<file path="config.mk">
export PLATFORM = sky130hd
export DESIGN_NAME = s2_demux_reg
export DESIGN_NICKNAME = d
export VERILOG_FILES = /design/src/rtl/s2_demux_reg.sv
export SDC_FILE = /design/constraint.sdc
export NUM_CORES = 1
export LEC_CHECK = 0
export CAP_MARGIN = 20
export CORE_ASPECT_RATIO = 1.2
export CORE_MARGIN = 2
export CORE_UTILIZATION = 30
export CTS_CLUSTER_DIAMETER = 150
export CTS_CLUSTER_SIZE = 24
export DETAILED_ROUTE_END_ITERATION = 8
export SKIP_CTS_REPAIR_TIMING = 1
export SLEW_MARGIN = 20
export SYNTH_ARGS = -nofsm -noshare
export SYNTH_HDL_FRONTEND = slang
export SYNTH_SLANG_ARGS = --single-unit
</file>
<file path="constraint.sdc">
create_clock -name CLK -period 4.3 [get_ports CLK]
set_clock_uncertainty 0.2 [all_clocks]
set_input_delay 0.645 -clock CLK [delete_from_list [all_inputs] [get_ports CLK]]
set_output_delay 0.645 -clock CLK [all_outputs]
set_load 0.02 [all_outputs]
</file>
<file path="src/rtl/s2_demux_reg.sv">
// rtl/s2_demux_reg.sv - registered 1-to-4 distributor with per-lane valid/ack holding registers
module s2_demux_reg #(
  parameter int N = 1
) (
  input  logic         CLK,
  input  logic         CLR,
  input  logic [N-1:0] DIN,
  input  logic         IN_VALID,
  input  logic         A1,
  input  logic         B1,
  input  logic         A0,
  input  logic         B0,
  output logic         IN_READY,
  input  logic [3:0]   ACK,
  output logic [N-1:0] Q00,
  output logic [N-1:0] Q01,
  output logic [N-1:0] Q10,
  output logic [N-1:0] Q11,
  output logic [3:0]   VALID,
  output logic [2:0]   COUNT
);

  logic [1:0]   sel;
  logic         wr;
  logic [3:0]   wr_oh;
  logic [3:0]   acked;
  logic [2:0]   dec;
  logic [N-1:0] q [4];

  assign sel      = {A1 | B1, A0 & B0};
  assign IN_READY = ~VALID[sel] | ACK[sel];
  assign wr       = IN_VALID & IN_READY;
  assign wr_oh    = wr ? (4'b0001 << sel) : 4'b0000;
  assign acked    = ACK & VALID;

  // A same-lane write+ack counts as +1 write and -1 consume, netting zero.
  always_comb begin
    dec = '0;
    for (int i = 0; i < 4; i++) begin
      dec = dec + {2'b00, acked[i]};
    end
  end

  always_ff @(posedge CLK) begin
    if (CLR) begin
      for (int i = 0; i < 4; i++) begin
        q[i] <= '0;
      end
      VALID <= 4'b0000;
      COUNT <= 3'd0;
    end else begin
      if (wr) begin
        q[sel] <= DIN;
      end
      VALID <= (VALID & ~acked) | wr_oh;
      COUNT <= COUNT + {2'b00, wr} - dec;
    end
  end

  assign Q00 = q[0];
  assign Q01 = q[1];
  assign Q10 = q[2];
  assign Q11 = q[3];

endmodule

</file>
==> results.toml, run 1 <==
[run_status]
status = "complete, no violations"

[die]
row_count = 18
die_area_sq_mm = 0.00267
start_util_pct = 32.5
coreArea_sq_mm = 0.00209
die_y_um = 56.2
fp.dieW_um = 47.5
io_pins = 24

[synthesis]
yosys.area_share.adder_pct = 12.5
synth_xor_area_share_pct = 3.86
synth_area_sq_um = 681
synth_top_flop_cell = "dfxtp_1"
syn_inst = 60
ys_seq_elements = 11
yosysUniqueCellTypes = 22
yosys.area.top_type = "dfxtp_1"
synth-edff-count = 4
synth_top_area_share_pct = 20.6
synth_compound_area_share_pct = 11.4
synthTopCellsByArea = "dfxtp_1 (21%), edfxtp_1 (18%), fa_1 (8.8%)"
synth_top_family_by_area = "simple AND/OR/NAND/NOR gates"
synthMuxAreaShare_pct = 6.62
synth-async-reset-ratio_pct = 0
synth_nets = 77
yosysSeqAreaShare_pct = 38.2
synthTopCellsByCount = "and2_1 (7), dfxtp_1 (7)"
synth-simple-area-share_pct = 23.0
yosysWarnings = 0
synth.avg_cell_area_sq_um = 11.3

[clock_tree]
htreeDepth = 1
cts-buffers-inserted = 3
cts-root-buf = "clkbuf_4"
cts_tree = "done"
cts_buffer_depth = 2
clk_latency_ns = 0.28
cts_sinks = 11
clk_pin_slew_worst_paths_ns = 0.07

[timing]
rsz0062_at_grt = "no"
fin_tns_setup_ns = 0
finalSetupViolCount = 0
finalWorstSetupSlack_ns = 0.593
tightest_slew_ns = 0.452
hold_violations = 0
relSlewSlack_pct = 69.8
timing.fmax_mhz = 270
timing.final.crit_share_pct = 86.2
period_needed_ns = 3.71
slew_viol_final = 0

[routing]
totalWireLength_um = 1460
route.detailed.drc = 0
firstDrtPassIters = 4
num_vias = 542
drt_iter0_markers = 11
avgViaCountPerCell = 4.71
wl_per_cell_um = 12.7
antenna_left = 0

[placed_design]
place.gp.congestion = 0.755
port-buffer-count = 23
pre_cts_ws_ns = 0.286
dp_hpwl_um = 1110

[pwr]
p_leak_nw = 0.388
ir_worst_vdd_v = 0.000233
powerDensity_mw_per_mm2 = 343

[finish]
area_growth_pct = 41.0
antenna_cells = 0
layout.nets = 103
drive_gt1_share_pct = 11.8

[critical_path]
arrival_ns = 3.66
r2r_start = "VALID[2]$_SDFF_PP0_"
reg2reg_slack_ns = 1.43
start_kind = "input pin"
r2r-end = "COUNT[2]$_SDFF_PP0_"
path_max_fanout = 14
cp.required_ns = 4.26
crit_path_end_kind = "flop"
worstSetupPathType = "in2reg"
reg2reg_depth = 11

[global_routing]
grt_pass1_vias = 519
antenna_found_initial = 0
grt.total_usage_pct = 13.4
grt_max_degree = 15
grt_overflow = 0
grt_pass1_wl_um = 2480

[hold_path]
hold_depth = 3
min_path_type = "reg2reg"
min_to = "COUNT[2]$_SDFF_PP0_"
min_from = "COUNT[2]$_SDFF_PP0_"

[flow_run]
max_cap_violations = 0
## stage by stage
stage / utilization, % / cells / power [mW] / cell area (sq um) / hold WS, ns
5_1_grt: 45.8 / 115 / 0.351 / 960 / 0.465
4_1_cts: 45.8 / 115 / 0.334 / 960 / 0.439
3_3_place_gp: 44.6 / 111 / 0.257 / 933 / 0.416
6_report: 45.8 / 115 / 0.329 / 960 / 0.428
3_5_place_dp: 44.6 / 111 / 0.258 / 933 / 0.425
2_1_floorplan: - / 60 / 0.211 / 681 / 0.499
## kinds of logic after synthesis
logic type      after synthesis
simple gates                 25
flops                        11
compound gates                8
buf+inv                       6
fa+ha+maj                     5
xor+xnor                      3
mux                           2
## sequential cells by signal, summed over array words and instances (netlist names)
signal  count
q           4
VALID       4
COUNT       3
## worst max-delay path by stage
stage,startpoint,end,slack (ns),cells after the start
3_5_place_dp,B1,COUNT[2]$_SDFF_PP0_,0.29,13
2_1_floorplan,B1,COUNT[2]$_SDFF_PP0_,0.85,13
3_3_place_gp,B1,COUNT[2]$_SDFF_PP0_,0.32,13
6_report,B1,COUNT[2]$_SDFF_PP0_,0.59,13
5_1_grt,B1,COUNT[2]$_SDFF_PP0_,0.39,13
4_1_cts,B1,COUNT[2]$_SDFF_PP0_,0.57,13
## final cells by class
cell class,count,area [sq um]
timing repair buffer,23,230
sequential,11,260
multi-input combinational,43,390
tap,30,37.5
fill,216,1130
clock buffer,4,26.3
inverter,4,15.0
## power by group
group          internal (mW)  total [mW]  switching [mW]  leakage, nW
Combinational         0.0668       0.124          0.0572        0.273
Sequential             0.121       0.130         0.00902        0.100
Clock                 0.0360      0.0747          0.0387       0.0150
Total                  0.224       0.329           0.105        0.388
## layout by cell type (no fill, tap or decap), types with 3 or more instances in the layout
cell type,instances
inv_1,4
dfxtp_1,7
xnor2_1,3
clkbuf_4,3
nor3b_1,4
clkdlybuf4s50_1,23
edfxtp_1,4
and2_1,7
nor2_1,4
a31o_1,4
fa_1,3
## worst max-delay path: stages
cell             delay, ns
clkdlybuf4s50_1       0.44
nor2_2                0.28
mux4_2                0.53
nand2b_4              0.21
nand2_1               0.11
fa_1                  0.40
inv_1                 0.06
ha_1                  0.14
inv_1                 0.05
fa_1                  0.40
xnor2_1               0.19
xnor2_1               0.14
nor2_1                0.05
## layer usage
layer	routed length [um]	track usage, %	vias to the layer above
met5	0	0	-
met4	59	10.7	0
met3	60	1.95	4
met2	671	17.2	15
met1	670	19.0	256
li1	-	-	267
Power figures use the tool's default switching activity.
==> run 2, diff against run 1 <==
--- a/config.mk
+++ b/config.mk
@@ -7,9 +7,8 @@
 export LEC_CHECK = 0
 export CAP_MARGIN = 20
 export CORE_ASPECT_RATIO = 1.2
-export CORE_MARGIN = 2
+export CORE_MARGIN = 1
 export CORE_UTILIZATION = 30
-export CTS_CLUSTER_DIAMETER = 150
 export CTS_CLUSTER_SIZE = 24
 export DETAILED_ROUTE_END_ITERATION = 8
 export SKIP_CTS_REPAIR_TIMING = 1
==> run 2 against run 1 <==
Worst hold slack better by 0.011 ns. Core utilization stayed put. First-iteration DRC count rose by 27%. Sequential share of layout area unchanged. Largest power group unchanged. Highest routed layer unchanged.
==> results.toml, run 2 (same netlist as run 1, synthesis figures left out) <==
[timing]
hold_violations = 0
relSlewSlack_pct = 68.8
timing.fmax_mhz = 267
finalWorstSetupSlack_ns = 0.560
timing.final.crit_share_pct = 87.0
rsz0062_at_grt = "no"
tightest_slew_ns = 0.466
period_needed_ns = 3.74
finalSetupViolCount = 0
slew_viol_final = 0
holdWs_ns = 0.440
fin_tns_setup_ns = 0

[clock_tree]
cts-root-buf = "clkbuf_4"
clk_latency_ns = 0.27
htreeDepth = 1
cts_sinks = 11
cts_buffer_depth = 2
cts-buffers-inserted = 3
cts_tree = "done"
clk_pin_slew_worst_paths_ns = 0.07

[finish]
final_cell_mix = "clkdlybuf4s50_1 (23), dfxtp_1 (7), and2_1 (7)"
multi_input_area_sq_um = 390
drive_gt1_share_pct = 11.8
largest_registers = "VALID x4, q x4, COUNT x3"
seqCellArea_sq_um = 260
antenna_cells = 0
area_growth_pct = 41.0
nFillCells = 205
fin_cells = 115
final_cell_area_sq_um = 960
layout.nets = 103
final_core_util_pct = 45.8
layout_commonest_cell = "clkdlybuf4s50_1"

[pwr]
p_leak_nw = 0.388
p_total_mw = 0.328
ir_worst_vdd_v = 0.000195
powerDensity_mw_per_mm2 = 341

[critical_path]
r2r-end = "COUNT[2]$_SDFF_PP0_"
crit_path_end_kind = "flop"
cp.required_ns = 4.24
reg2reg_slack_ns = 1.41
worstSetupPathType = "in2reg"
start_kind = "input pin"
r2r_start = "VALID[3]$_SDFF_PP0_"
reg2reg_depth = 11
path_max_fanout = 14
arrival_ns = 3.68

[placed_design]
post_dp_cell_area_sq_um = 933
dp_cells = 111
dp_hpwl_um = 1080
pre_cts_ws_ns = 0.308
port-buffer-count = 23
place.gp.congestion = 0.766

[die]
row_count = 18
fp.dieW_um = 45.5
die_area_sq_mm = 0.00246
io_pins = 24
coreArea_sq_mm = 0.00209
die_y_um = 54.2
start_util_pct = 32.5

[routing]
firstDrtPassIters = 4
antenna_left = 0
wl_per_cell_um = 12.7
route.detailed.drc = 0
avgViaCountPerCell = 4.94
drt_iter0_markers = 14
num_vias = 568
totalWireLength_um = 1460

[global_routing]
grt_pass1_vias = 522
antenna_found_initial = 0
grt_overflow = 0
grt_max_degree = 15
grt.total_usage_pct = 13.4
grt_pass1_wl_um = 2290

[hold_path]
min_path_type = "reg2reg"
hold_depth = 3
min_to = "COUNT[2]$_SDFF_PP0_"
min_from = "COUNT[2]$_SDFF_PP0_"

[flow_run]
max_cap_violations = 0

[run_status]
status = "complete, no violations"
==> run 2: layout make-up <==
cell class,instances,area share [%]
multi-input cells,43,40.7
flip-flops and latches,11,27.1
repair buffers,23,24.0
well taps,30,3.91
clock buffers,4,2.74
inverters,4,1.56
==> run 2: how the worst max path moves through the flow <==
stage,endpoint,from,slack (ns),cells past startpoint
2_1_floorplan,COUNT[2]$_SDFF_PP0_,B1,0.85,13
3_3_place_gp,COUNT[2]$_SDFF_PP0_,B1,0.35,13
5_1_grt,COUNT[2]$_SDFF_PP0_,B1,0.41,13
3_5_place_dp,COUNT[2]$_SDFF_PP0_,B1,0.31,13
4_1_cts,COUNT[2]$_SDFF_PP0_,B1,0.57,13
6_report,COUNT[2]$_SDFF_PP0_,B1,0.56,13
==> run 2: routing by layer <==
layer  vias to the layer above  track usage [%]  wire length (um)
met5                         -                0                 0
met1                       284             16.8               684
li1                        267                -                 -
met2                        15             20.2               708
met4                         0             9.09                16
met3                         2             3.02                54
==> run 2: critical path, stage by stage <==
cell	delay, ns
clkdlybuf4s50_1	0.43
nor2_2	0.29
mux4_2	0.54
nand2b_4	0.22
nand2_1	0.12
fa_1	0.41
inv_1	0.06
ha_1	0.14
inv_1	0.05
fa_1	0.40
xnor2_1	0.19
xnor2_1	0.14
nor2_1	0.05
==> run 2: where the power goes <==
group          internal [mW]  switching [mW]  total [mW]
sequential             0.121         0.00922       0.131
clock                 0.0359          0.0364      0.0723
combinational         0.0669          0.0579       0.125
total                  0.224           0.104       0.328
